===== src/rtl/riscv_pkg.sv =====
// Shared definitions for the load/store unit: access-size codes (funct3),
// the LSU state enum, and request legality helpers.
package riscv_pkg;

    localparam logic [2:0] LS_B  = 3'b000;
    localparam logic [2:0] LS_H  = 3'b001;
    localparam logic [2:0] LS_W  = 3'b010;
    localparam logic [2:0] LS_BU = 3'b100;
    localparam logic [2:0] LS_HU = 3'b101;

    typedef enum logic [2:0] {
        IDLE  = 3'd0,
        REQ   = 3'd1,
        WAIT  = 3'd2,
        REQ2  = 3'd3,
        WAIT2 = 3'd4,
        RESP  = 3'd5
    } lsu_state_t;

    // Unsigned sizes exist only for loads.
    function automatic logic size_legal(input logic [2:0] size, input logic we);
        case (size)
            LS_B, LS_H, LS_W: return 1'b1;
            LS_BU, LS_HU:     return !we;
            default:          return 1'b0;
        endcase
    endfunction

    function automatic logic is_misaligned(input logic [2:0] size, input logic [1:0] off);
        case (size)
            LS_H, LS_HU: return off[0];
            LS_W:        return off != 2'b00;
            default:     return 1'b0;
        endcase
    endfunction

endpackage


===== src/rtl/lsu_align.sv =====
// Lane alignment for the load/store unit: byte enables and store data for
// both halves of a (possibly split) access, and load extract/extend.
// The 64-bit views are {second word, first word}; unsplit accesses use only
// the low half.
module lsu_align
    import riscv_pkg::*;
(
    input  logic [2:0]  size,
    input  logic [1:0]  off,
    input  logic [31:0] wdata,
    input  logic [63:0] rdata,
    output logic [7:0]  be,
    output logic [31:0] wdata_rep,
    output logic [63:0] wdata_shift,
    output logic [31:0] rdata_ext
);

    logic [5:0]  lane;
    logic [63:0] rdata_sh;

    assign lane = {1'b0, off, 3'b000};

    // Enable/data generation per size, then extraction and extension of load data.
    always_comb begin
        be          = 8'h00;
        wdata_rep   = wdata;
        wdata_shift = '0;
        rdata_sh    = rdata >> lane;
        rdata_ext   = rdata_sh[31:0];
        case (size)
            LS_B, LS_BU: begin
                be          = 8'h01 << off;
                wdata_rep   = {4{wdata[7:0]}};
                wdata_shift = {56'h0, wdata[7:0]} << lane;
            end
            LS_H, LS_HU: begin
                be          = 8'h03 << off;
                wdata_rep   = {2{wdata[15:0]}};
                wdata_shift = {48'h0, wdata[15:0]} << lane;
            end
            default: begin
                be          = 8'h0F << off;
                wdata_rep   = wdata;
                wdata_shift = {32'h0, wdata} << lane;
            end
        endcase
        case (size)
            LS_B:    rdata_ext = {{24{rdata_sh[7]}}, rdata_sh[7:0]};
            LS_BU:   rdata_ext = {24'h0, rdata_sh[7:0]};
            LS_H:    rdata_ext = {{16{rdata_sh[15]}}, rdata_sh[15:0]};
            LS_HU:   rdata_ext = {16'h0, rdata_sh[15:0]};
            default: rdata_ext = rdata_sh[31:0];
        endcase
    end

endmodule


===== src/rtl/load_store_unit.sv =====
// Load/store unit: turns one core memory request into one (or, for a split
// misaligned access, two) word-aligned req/gnt/rvalid bus transactions and
// returns extended load data with a one-cycle done pulse.
// Optional: define LSU_MISALIGNED_SPLIT_EN to split misaligned H/W accesses
// instead of reporting them as errors.
//
// state | meaning
// IDLE  | ready for a new request
// REQ   | first (or only) bus request, held until granted
// WAIT  | waiting for first response
// REQ2  | second word of a split access, held until granted
// WAIT2 | waiting for second response
// RESP  | done pulse, err/rdata valid
module load_store_unit
    import riscv_pkg::*;
#(
    parameter int MEM_ADDR_W = 32
) (
    input  logic                  clk_i,
    input  logic                  rst_i,
    input  logic                  req_valid_i,
    output logic                  ready_o,
    input  logic                  we_i,
    input  logic [2:0]            data_size_i,
    input  logic [31:0]           addr_i,
    input  logic [31:0]           wdata_i,
    output logic                  done_o,
    output logic                  err_o,
    output logic [31:0]           rdata_o,
    output logic                  mem_req_o,
    output logic                  mem_we_o,
    output logic [MEM_ADDR_W-1:0] mem_addr_o,
    output logic [3:0]            mem_be_o,
    output logic [31:0]           mem_wdata_o,
    input  logic                  mem_gnt_i,
    input  logic                  mem_rvalid_i,
    input  logic [31:0]           mem_rdata_i
);

`ifdef LSU_MISALIGNED_SPLIT_EN
    localparam logic SPLIT_EN = 1'b1;
`else
    localparam logic SPLIT_EN = 1'b0;
`endif

    lsu_state_t  state, state_next;
    logic        we_q, split_q, err_q;
    logic [2:0]  size_q;
    logic [31:0] addr_q, wdata_q, rdata1_q, rdata_q;

    logic        accept, req_legal, req_misal, req_err, req_split;
    logic [31:0] word_addr, bus_addr;
    logic [63:0] rdata_cat;
    logic [7:0]  be_all;
    logic [31:0] wdata_rep, rdata_ext;
    logic [63:0] wdata_shift;

    assign accept    = req_valid_i && (state == IDLE);
    assign req_legal = size_legal(data_size_i, we_i);
    assign req_misal = is_misaligned(data_size_i, addr_i[1:0]);
    assign req_err   = !req_legal || (req_misal && !SPLIT_EN);
    assign req_split = SPLIT_EN && req_legal && req_misal;

    // The second word of a split access wraps at the top of the address space.
    assign word_addr = {addr_q[31:2], 2'b00};
    assign rdata_cat = (state == WAIT2) ? {mem_rdata_i, rdata1_q} : {32'h0, mem_rdata_i};

    lsu_align u_align (
        .size        (size_q),
        .off         (addr_q[1:0]),
        .wdata       (wdata_q),
        .rdata       (rdata_cat),
        .be          (be_all),
        .wdata_rep   (wdata_rep),
        .wdata_shift (wdata_shift),
        .rdata_ext   (rdata_ext)
    );

    // State register, request capture and load-data return.
    always_ff @(posedge clk_i) begin
        if (rst_i) begin
            state    <= IDLE;
            we_q     <= 1'b0;
            split_q  <= 1'b0;
            err_q    <= 1'b0;
            size_q   <= 3'b000;
            addr_q   <= '0;
            wdata_q  <= '0;
            rdata1_q <= '0;
            rdata_q  <= '0;
        end else begin
            state <= state_next;
            if (accept) begin
                we_q    <= we_i;
                size_q  <= data_size_i;
                addr_q  <= addr_i;
                wdata_q <= wdata_i;
                err_q   <= req_err;
                split_q <= req_split;
                rdata_q <= '0;
            end
            if (state == WAIT && mem_rvalid_i) begin
                if (split_q) begin
                    rdata1_q <= mem_rdata_i;
                end else if (!we_q) begin
                    rdata_q <= rdata_ext;
                end
            end
            if (state == WAIT2 && mem_rvalid_i && !we_q) begin
                rdata_q <= rdata_ext;
            end
        end
    end

    // Next state and bus/handshake outputs; bus fields are zero when not requesting.
    always_comb begin
        state_next  = state;
        ready_o     = 1'b0;
        done_o      = 1'b0;
        err_o       = 1'b0;
        mem_req_o   = 1'b0;
        mem_we_o    = 1'b0;
        bus_addr    = '0;
        mem_be_o    = 4'b0000;
        mem_wdata_o = '0;
        case (state)
            IDLE: begin
                ready_o = 1'b1;
                if (req_valid_i) begin
                    state_next = req_err ? RESP : REQ;
                end
            end
            REQ: begin
                mem_req_o   = 1'b1;
                mem_we_o    = we_q;
                bus_addr    = word_addr;
                mem_be_o    = be_all[3:0];
                mem_wdata_o = split_q ? wdata_shift[31:0] : wdata_rep;
                if (mem_gnt_i) begin
                    state_next = WAIT;
                end
            end
            WAIT: begin
                if (mem_rvalid_i) begin
                    state_next = split_q ? REQ2 : RESP;
                end
            end
            REQ2: begin
                mem_req_o   = 1'b1;
                mem_we_o    = we_q;
                bus_addr    = word_addr + 32'd4;
                mem_be_o    = be_all[7:4];
                mem_wdata_o = wdata_shift[63:32];
                if (mem_gnt_i) begin
                    state_next = WAIT2;
                end
            end
            WAIT2: begin
                if (mem_rvalid_i) begin
                    state_next = RESP;
                end
            end
            RESP: begin
                done_o     = 1'b1;
                err_o      = err_q;
                state_next = IDLE;
            end
            default: state_next = IDLE;
        endcase
    end

    assign mem_addr_o = MEM_ADDR_W'(bus_addr);
    assign rdata_o    = rdata_q;

endmodule


===== config.mk =====
export PLATFORM = sky130hd
export DESIGN_NAME = load_store_unit
export DESIGN_NICKNAME = d
export VERILOG_FILES = /design/src/rtl/riscv_pkg.sv /design/src/rtl/lsu_align.sv /design/src/rtl/load_store_unit.sv
export SDC_FILE = /design/constraint.sdc
export NUM_CORES = 1
export LEC_CHECK = 0
export ABC_CLOCK_PERIOD_IN_PS = 2800
export CORE_MARGIN = 2
export CORE_UTILIZATION = 48
export CTS_BUF_LIST = sky130_fd_sc_hd__clkbuf_4
export CTS_CLUSTER_SIZE = 16
export DETAILED_ROUTE_END_ITERATION = 8
export GPL_ROUTABILITY_DRIVEN = 0
export HOLD_SLACK_MARGIN = 0.02
export PLACE_DENSITY = 0.84
export SLEW_MARGIN = 20
export SYNTH_ARGS = -nofsm -noshare
export SYNTH_HDL_FRONTEND = slang
export SYNTH_SLANG_ARGS = --single-unit

===== constraint.sdc =====
create_clock -name clk_i -period 2.8 [get_ports clk_i]
set_input_delay 0.42 -clock clk_i [delete_from_list [all_inputs] [get_ports clk_i]]
set_output_delay 0.42 -clock clk_i [all_outputs]
set_load 0.02 [all_outputs]

# After elaboration in Yosys (flattened, before gate mapping)
# Cells that the tools add are included.
# W data, S select, Z words.
dict set report classes {
  n_addsub 1
  n_mul 0
  div_mod_pow 0
  n_lt_le_gt_ge 0
  n_eq_ne 17
  shift 7
  muxes 25
  bitwise 0
  n_reduce_logical 20
}
# operator n
set op_table {}
lappend op_table {{$pmux W32 S2} 3}
lappend op_table {{$mux W32} 4}
lappend op_table {{$pmux W32 S4} 1}
lappend op_table {{$pmux W64 S2} 1}
lappend op_table {{$mux W64} 1}
lappend op_table {{$shl A16 B5 Y64} 1}
lappend op_table {{$shl A32 B5 Y64} 1}
lappend op_table {{$shl A8 B5 Y64} 1}
lappend op_table {{$shr A64 B5 Y32} 1}
lappend op_table {{$add A32 B3 Y32 const B} 1}
lappend op_table {{$eq A3 B3 Y1 const B} 6}
lappend op_table {{$pmux W8 S2} 1}
lappend op_table {{$mux W3} 5}
lappend op_table {{$pmux W3 S4} 1}
lappend op_table {{$reduce_or A2 Y1} 6}
lappend op_table {{$ne A2 B2 Y1 const B} 5}
lappend op_table {{$eq A3 B1 Y1 const B} 3}
lappend op_table {{$eq A3 B2 Y1 const B} 3}
lappend op_table {{$logic_not A3 Y1} 3}
lappend op_table {{$pmux W4 S2} 1}
lappend op_table {{$shl A1 B2 Y8 const A} 1}
lappend op_table {{$shl A2 B2 Y8 const A} 1}
lappend op_table {{$shl A4 B2 Y8 const A} 1}
lappend op_table {{$mux W1} 5}
lappend op_table {{other kinds (7)} 13}
dict set report totals {
  ff_bits 104
  latchBits 0
  ram_bits 0
  romBits 0
  in_bits 105
  out_inout_bits 105
  word_cells 77
  memories 0
}

# Longest topological paths before layout
# Gate-level depths: netlist (run 1).
dict set report depth {
  word_depth 8
  depth_mapped 8
  mapped_depth_nobuf 5
}

# Hierarchy
# Synthesis (run 1) repeated with hierarchy kept, for this count alone.
dict set report unflattened {
  hier_cells 1099
  area_unflattened_um2 7886.3
}
# module instances cells_per_inst area_per_inst_um2 seq_area_each_um2
set by_module_without_submodules {}
lappend by_module_without_submodules {load_store_unit 1 738 5482.8 2082.0}
lappend by_module_without_submodules {lsu_align 1 361 2403.6 0.0}

# Worst setup path before layout (run 1)
# Ideal clock, no wire load.
dict set report synth_timing {
  path_kind {reg2out}
  start {register addr_q[2]}
  end {output port mem_addr_o[28]}
  arrival_ps 2279
  t_required_ps 2380
  setup_slack_ps 101
  stages_incl_launch_ff 7
  path_buffers 2
  path_cell_list {dfxtp_1 ha_1 inv_1 or4_1 clkbuf_2 buf_2 o41ai_1}
}
dict set report synth_between {
  elab_chain_len 2
}
# item line_no
set synth_rtl {}
lappend synth_rtl {{start: declaration} load_store_unit.sv:49} ;# logic [31:0] addr_q, wdata_q, rdata1_q, rdata_q;
lappend synth_rtl {{start signal: assignment} load_store_unit.sv:96} ;# addr_q <= addr_i;
lappend synth_rtl {{$add A32 B3 Y32} load_store_unit.sv:151} ;# bus_addr = word_addr + 32'd4;
lappend synth_rtl {{$pmux W32 S2} load_store_unit.sv:126} ;# case (state)
lappend synth_rtl {{end: declaration} load_store_unit.sv:32} ;# output logic [MEM_ADDR_W-1:0] mem_addr_o,
# No other way between the ends.

# Final worst setup path (run 1)
dict set report layout_timing {
  start {register addr_q[2]}
  end {output port mem_addr_o[23]}
}
# Same word-level chain as after synthesis.

==> results.cfg, run 1 <==
[status]
status = finished with violations
failed_checks = negative setup slack

[global_routing]
grt_pass1_wl_microns = 35570
grt_pass1_vias = 7221
grt_start_max_net_pins = 69
grt_antenna_before_repair = 1
grt.total_usage_pct = 30.37
grt.overflow.total = 0

[power_and_ir_drop]
p_leak_nw = 3.444
max-vdd-ir-drop_mv = 0.4315
power_density_mw_per_mm2 = 550.3

[floorplan]
core_area_sq_mm = 0.01324
num_io_pins = 210
die_h_microns = 120.3
die_w_microns = 120.3
die-area_sq_mm = 0.01447
start_util_pct = 49.04
num_rows = 42

[critical_path]
cp.arrival_ns = 2.59
path_buf_inv = 3
cp-start-kind = flop
crit_slowest_cell = or4_4
crit_path_max_fanout = 7
critPathRequiredTime_ns = 2.38
cpPeakStageDelay_ns = 0.54
crit_type = flop to primary output
critical-path-top-delay-family = simple AND/OR/NAND/NOR gates
end_kind = primary output
cp_cell_sequence = buf_6 -> nand2_4 -> or4_4 -> buf_6 -> or4_4 -> a21oi_2 -> buf_4

[clock_tree]
cts.sinks = 104
insertion_delay_ns = 0.51
hold_buffers = 0
clockBufferDepth = 2
cts_made_buffers = 9
clk_pin_slew_ns = 0.16
h-tree-depth = 3
cts_root_buf = clkbuf_4
cts_tree = done

[sta]
min_period_over_period_pct = 107.4
fin_ws_ns = -0.2069
hold_viol = 0
rsz0062_at_grt = yes
final.min_clock_period_ns = 3.007
fin_setup_tns_ns = -1.350
relSlewSlack_pct = 60.94
setup-violations-final = 13
worstMarginPinSlew_ns = 0.5859
fmax_mhz = 332.6
skew_ns = 0.01706
whs_ns = 0.3433
maxSlewViolCount = 0

[yosys]
synth-edff-count = 0
avgSynthCellArea_sq_um = 7.136
synth_adder_area_share_pct = 0.1927
ys_ff_latch = 104
synthXorXnorAreaFrac_pct = 1.349
muxShareOfSynthArea_pct = 9.576
yosys_warnings = 0
ys_types = 55
synth_top_family_by_area = simple AND/OR/NAND/NOR gates
synth-async-reset-ratio_pct = 0
ys.flop_type = dfxtp_1
syn-cell-area_sq_mm = 0.006494
synth-compound-area-share_pct = 22.79
synth-simple-area-share_pct = 27.98
yosysSeqAreaShare_pct = 32.06
postSynthCellCount = 910

[layout]
multi_input_comb_area_sq_mm = 0.004208
nNetsFinal = 1230
area.growth.synth_to_final_pct = 44.28
ff_latch_area_sq_mm = 0.002105
finalInstanceArea_sq_mm = 0.009369
drive_above_1_share_pct = 17.71
fill_cells = 1064

[detailed_routing]
vias_per_cell = 6.052
ant_nets = 0
wl_per_cell_microns = 17.80
drtIter0Drc = 898
via_count = 7904
drcViolationCount = 0
routed_wl_microns = 23240
drt_pre_antenna_iters = 5

[placed_design]
hpwlAfterDp_microns = 15800
dpl-instance-area_sq_mm = 0.008951
port_buffers = 207
pre_cts_ws_ns = -0.1439

[min_path]
hold_path_class = primary input to flop

[job]
maxCapViolCount = 0
[metal layers]
metal,GRT usage [%],up-vias,share of wire [%]
li1,-,3679,-
met1,38.52,3654,40
met2,49.25,491,47
met3,5.991,80,9.1
met4,15.04,0,4.2
met5,0,-,0
[worst reg2reg max path, stage by stage, from the launching register on]
cell and delay [ns]:
dfxtp_4 0.39, buf_12 0.17, or3b_2 0.75, and4_1 0.32, nor2_1 0.40, a221oi_1 0.17
[sequential cells by signal (all words and copies together), names as in the netlist]
| register | cells |
|---|---|
| addr_q | 32 |
| err_q | 1 |
| rdata_o | 32 |
| size_q | 3 |
| state | 3 |
| wdata_q | 32 |
| we_q | 1 |
[worst paths after layout]
kind	startpoint	to	slack (ns)	cells after the start
hold / removal	rst_i	state[0]$_SDFFE_PP0P_	0.34	2
setup / recovery	addr_q[2]$_SDFFE_PP0P_	mem_addr_o[23]	-0.21	7
hold reg to reg	rdata_o[11]$_SDFF_PP0_	rdata_o[11]$_SDFF_PP0_	0.49	2
setup reg to reg	state[1]$_SDFFE_PP0P_	rdata_o[15]$_SDFF_PP0_	0.47	5
[cell type report]
type	instances	area share, %
inverters	13	0.6010
repair buffers	286	28.08
well taps	176	2.350
diodes	1	0.02671
multi-input cells	710	44.91
flip-flops and latches	104	22.46
clock buffers	9	0.7212
clock inverters	7	0.8413
[cell families after synthesis]
logic type,after synthesis
and+or+nand+nor,397
adders and majority gates,1
other,1
xor gates and xnor gates,10
AOI/OAI and AO/OA,240
buffers and inverters,97
muxes,60
DFF,104
[synthesized netlist by cell type, drive strengths merged, types with 8 or more instances]
master | count | area (sq um)
o21ai | 28 | 140.1
nand4 | 14 | 102.6
or3 | 13 | 81.33
o211ai | 16 | 120.1
a221oi | 17 | 148.9
o22ai | 9 | 56.30
mux2i | 52 | 520.5
nand2 | 196 | 735.7
o31ai | 18 | 135.1
a21oi | 119 | 595.6
nand3 | 53 | 265.3
dfxtp | 104 | 2082
clkbuf | 54 | 203.9
nor2 | 65 | 244.0
or4 | 10 | 75.07
buf | 30 | 136.4
a31oi | 8 | 50.05
nor3 | 15 | 75.07
inv | 12 | 45.04
[metrics by stage]
stage                     util [%]  total power [mW]  std cells
final                        70.75             5.155       1306
after global routing         70.75             5.432       1306
after CTS                    69.26             5.064       1298
after detailed placement     67.59             4.238       1273
after global placement       67.59             4.185       1273
after floorplan                  -             3.320        911
[cells in the final DEF, fill, tap and decap left out, types with 12 or more instances in the layout]
| cell | netlist | layout |
|---|---|---|
| nand2_1 | 196 | 195 |
| clkdlybuf4s50_1 | 0 | 146 |
| a21oi_1 | 119 | 107 |
| dfxtp_1 | 104 | 90 |
| buf_4 | 2 | 80 |
| nor2_1 | 65 | 65 |
| nand3_1 | 53 | 53 |
| mux2i_1 | 52 | 52 |
| o21ai_0 | 28 | 27 |
| dlygate4sd2_1 | 0 | 27 |
| a221oi_1 | 17 | 17 |
| o31ai_1 | 18 | 17 |
| o211ai_1 | 16 | 16 |
| nor3_1 | 15 | 15 |
| buf_6 | 0 | 14 |
| nand4_1 | 13 | 13 |
| a21oi_2 | 0 | 12 |
| dfxtp_2 | 0 | 12 |
[where the power goes]
group | internal, mW | switching (mW)
clock | 0.283 | 0.553
combinational | 0.977 | 1.44
sequential | 1.69 | 0.205
[timing repair]
action                                 CTS  global route
setup endpoints to repair               59            48
gates resized for setup                168            71
endpoints found under the hold margin    0             0
pin swaps                               18            13
gates cloned                             1             0
setup buffers                            8             7
Note: power is estimated with default switching activity, not from simulation.
==> run 2: changes to the inputs <==
--- a/config.mk
+++ b/config.mk
@@ -9,7 +9,7 @@
 export CORE_MARGIN = 2
 export CORE_UTILIZATION = 48
 export CTS_BUF_LIST = sky130_fd_sc_hd__clkbuf_4
-export CTS_CLUSTER_SIZE = 16
+export CTS_CLUSTER_SIZE = 24
 export DETAILED_ROUTE_END_ITERATION = 8
 export GPL_ROUTABILITY_DRIVEN = 0
 export HOLD_SLACK_MARGIN = 0.02
@@ -18,3 +18,4 @@
 export SYNTH_ARGS = -nofsm -noshare
 export SYNTH_HDL_FRONTEND = slang
 export SYNTH_SLANG_ARGS = --single-unit
+export TNS_END_PERCENT = 50
==> run 2 against run 1 <==
The run still ends with negative setup slack left. Worst hold slack better by 0.0078 ns. Critical path depth decreased by 1. Highest routed layer unchanged. Non-clock buffer count down 3. Sequential power barely moved. Clock skew shrank 0.0020 ns. Combinational power is essentially flat. Clock power fell by 1%. Clock-buffer cell count did not move. Routed wire length shrank 1.5%. Die area unchanged. Worst setup slack better by 0.040 ns.
==> results.cfg, run 2 (synthesis gave the netlist of run 1 again) <==
[clock_tree]
clk_pin_slew_ns = 0.16
hold_buffers = 0
cts_root_buf = clkbuf_4
insertion_delay_ns = 0.50
cts.sinks = 104
h-tree-depth = 3
cts_made_buffers = 9
clockBufferDepth = 2
cts_tree = done

[detailed_routing]
ant_nets = 0
wl_per_cell_microns = 17.58
via_count = 7870
routed_wl_microns = 22900
drtIter0Drc = 866
drcViolationCount = 0
vias_per_cell = 6.040
drt_pre_antenna_iters = 9

[critical_path]
end_kind = primary output
crit_top_cell = or4_4
reg2reg_from = state[1]$_SDFFE_PP0P_
rr_worst_depth = 5
cp-start-kind = flop
critPathRequiredTime_ns = 2.38
cp_cell_sequence = nand4_4 -> or4_4 -> buf_4 -> or4_4 -> a21oi_2 -> buf_6
crit_slowest_cell = or4_4
crit_type = flop to primary output
crit_path_max_fanout = 5
cp.arrival_ns = 2.55
cpPeakStageDelay_ns = 0.61
r2r_setup_slack_ns = 0.49
r2r_end = rdata_o[15]$_SDFF_PP0_

[min_path]
whs_path_depth = 2
holdPathEnd = state[0]$_SDFFE_PP0P_
hold_path_class = primary input to flop
hp-start = rst_i

[layout]
nNetsFinal = 1227
layout_common_cells = 195 x nand2_1, 146 x clkdlybuf4s50_1, 113 x a21oi_1
finalNonFillerCells = 1303
drive_above_1_share_pct = 16.43
area.growth.synth_to_final_pct = 43.49
fill_cells = 1086
layout_commonest_cell = nand2_1
ff_latch_area_sq_mm = 0.002105
multi_input_comb_area_sq_mm = 0.004163

[floorplan]
die_h_microns = 120.3
die_w_microns = 120.3
core_area_sq_mm = 0.01324
num_io_pins = 210
start_util_pct = 49.04
num_rows = 42
die-area_sq_mm = 0.01447

[sta]
hold_viol = 0
worstMarginPinSlew_ns = 0.5714
setup-violations-final = 11
fin_ws_ns = -0.1674
skew_ns = 0.01503
fin_setup_tns_ns = -1.153
min_period_over_period_pct = 106.0
rsz0062_at_grt = yes
relSlewSlack_pct = 61.90
fmax_mhz = 337.0
maxSlewViolCount = 0
final.min_clock_period_ns = 2.967

[global_routing]
grt_pass1_wl_microns = 35450
grt_antenna_before_repair = 1
grt.overflow.total = 0
grt_pass1_vias = 7200
grt.total_usage_pct = 30.27
grt_start_max_net_pins = 69

[placed_design]
port_buffers = 207
hpwlAfterDp_microns = 15800
dp_cells = 1273

[power_and_ir_drop]
p_leak_nw = 3.466
power_density_mw_per_mm2 = 550.6
p_total_mw = 5.130
max-vdd-ir-drop_mv = 0.4330

[status]
failed_checks = negative setup slack
status = finished with violations

[job]
maxCapViolCount = 0
[run 2: cell count changes in the layout (fill, tap and decap cells not counted), moves of 3 or more]
cell            delta
a21oi_1            +6
a21oi_2            -6
buf_4              -3
dlygate4sd2_1      -3
dlymetal6s2s_1     +3
or3_1              +3
or3_4              -3
[run 2: worst max-delay path: cells and delay by family (launching register included)]
family          cells  cell delay [ns]
flops               1             0.39
buf+inv             2             0.30
compound gates      1             0.15
simple gates        3             1.21
[run 2: cell type report]
| class | count | share of cell area, % |
|---|---|---|
| multi-input combinational | 710 | 44.68 |
| timing repair buffer | 283 | 28.17 |
| sequential | 104 | 22.59 |
| tap | 176 | 2.363 |
| clock inverter | 7 | 0.8460 |
| clock buffer | 9 | 0.7251 |
| inverter | 13 | 0.6043 |
| antenna | 1 | 0.02686 |
[run 2: what timing repair did]
action	CTS	global route
pin swaps	18	11
gates cloned	1	0
setup endpoints to repair	59	50
buffers inserted	6	6
resized for setup	163	64
[run 2: metrics by stage]
step                area, sq um  utilization, %  hold slack [ns]  setup slack [ns]
finish                     9318           70.36           0.3511           -0.1674
global route               9318           70.36           0.3512           -0.2664
CTS                        9153           69.11           0.3159           -0.1953
detailed placement         8951           67.59           0.4676           -0.1439
global placement           8951           67.59           0.4620           -0.1217
floorplan                  6497               -           0.4367            0.1014
[run 2: power breakdown]
group	internal, mW	total (mW)	switching, mW
combinational	0.974	2.41	1.44
clock	0.283	0.826	0.543
sequential	1.69	1.89	0.202
[run 2: how the worst max path moves through the flow]
stage / startpoint / to / slack (ns) / cells after the start
after CTS: addr_q[2]$_SDFFE_PP0P_ / mem_addr_o[26] / -0.20 / 7
after floorplan: addr_q[2]$_SDFFE_PP0P_ / mem_addr_o[28] / 0.10 / 6
final: addr_q[4]$_SDFFE_PP0P_ / mem_addr_o[24] / -0.17 / 6
after detailed placement: addr_q[2]$_SDFFE_PP0P_ / mem_addr_o[24] / -0.14 / 6
after global placement: addr_q[2]$_SDFFE_PP0P_ / mem_addr_o[26] / -0.12 / 6
after global routing: addr_q[4]$_SDFFE_PP0P_ / mem_addr_o[26] / -0.27 / 6
[run 2: routing by layer]
metal	routed length [microns]	GRT usage, %	vias to the layer above	part of all wire [%]
met3	1993	5.896	81	8.7
met1	9168	38.52	3675	40
met4	1019	14.53	0	4.4
met5	0	0	-	0
met2	10720	49.22	436	47
li1	-	-	3678	-
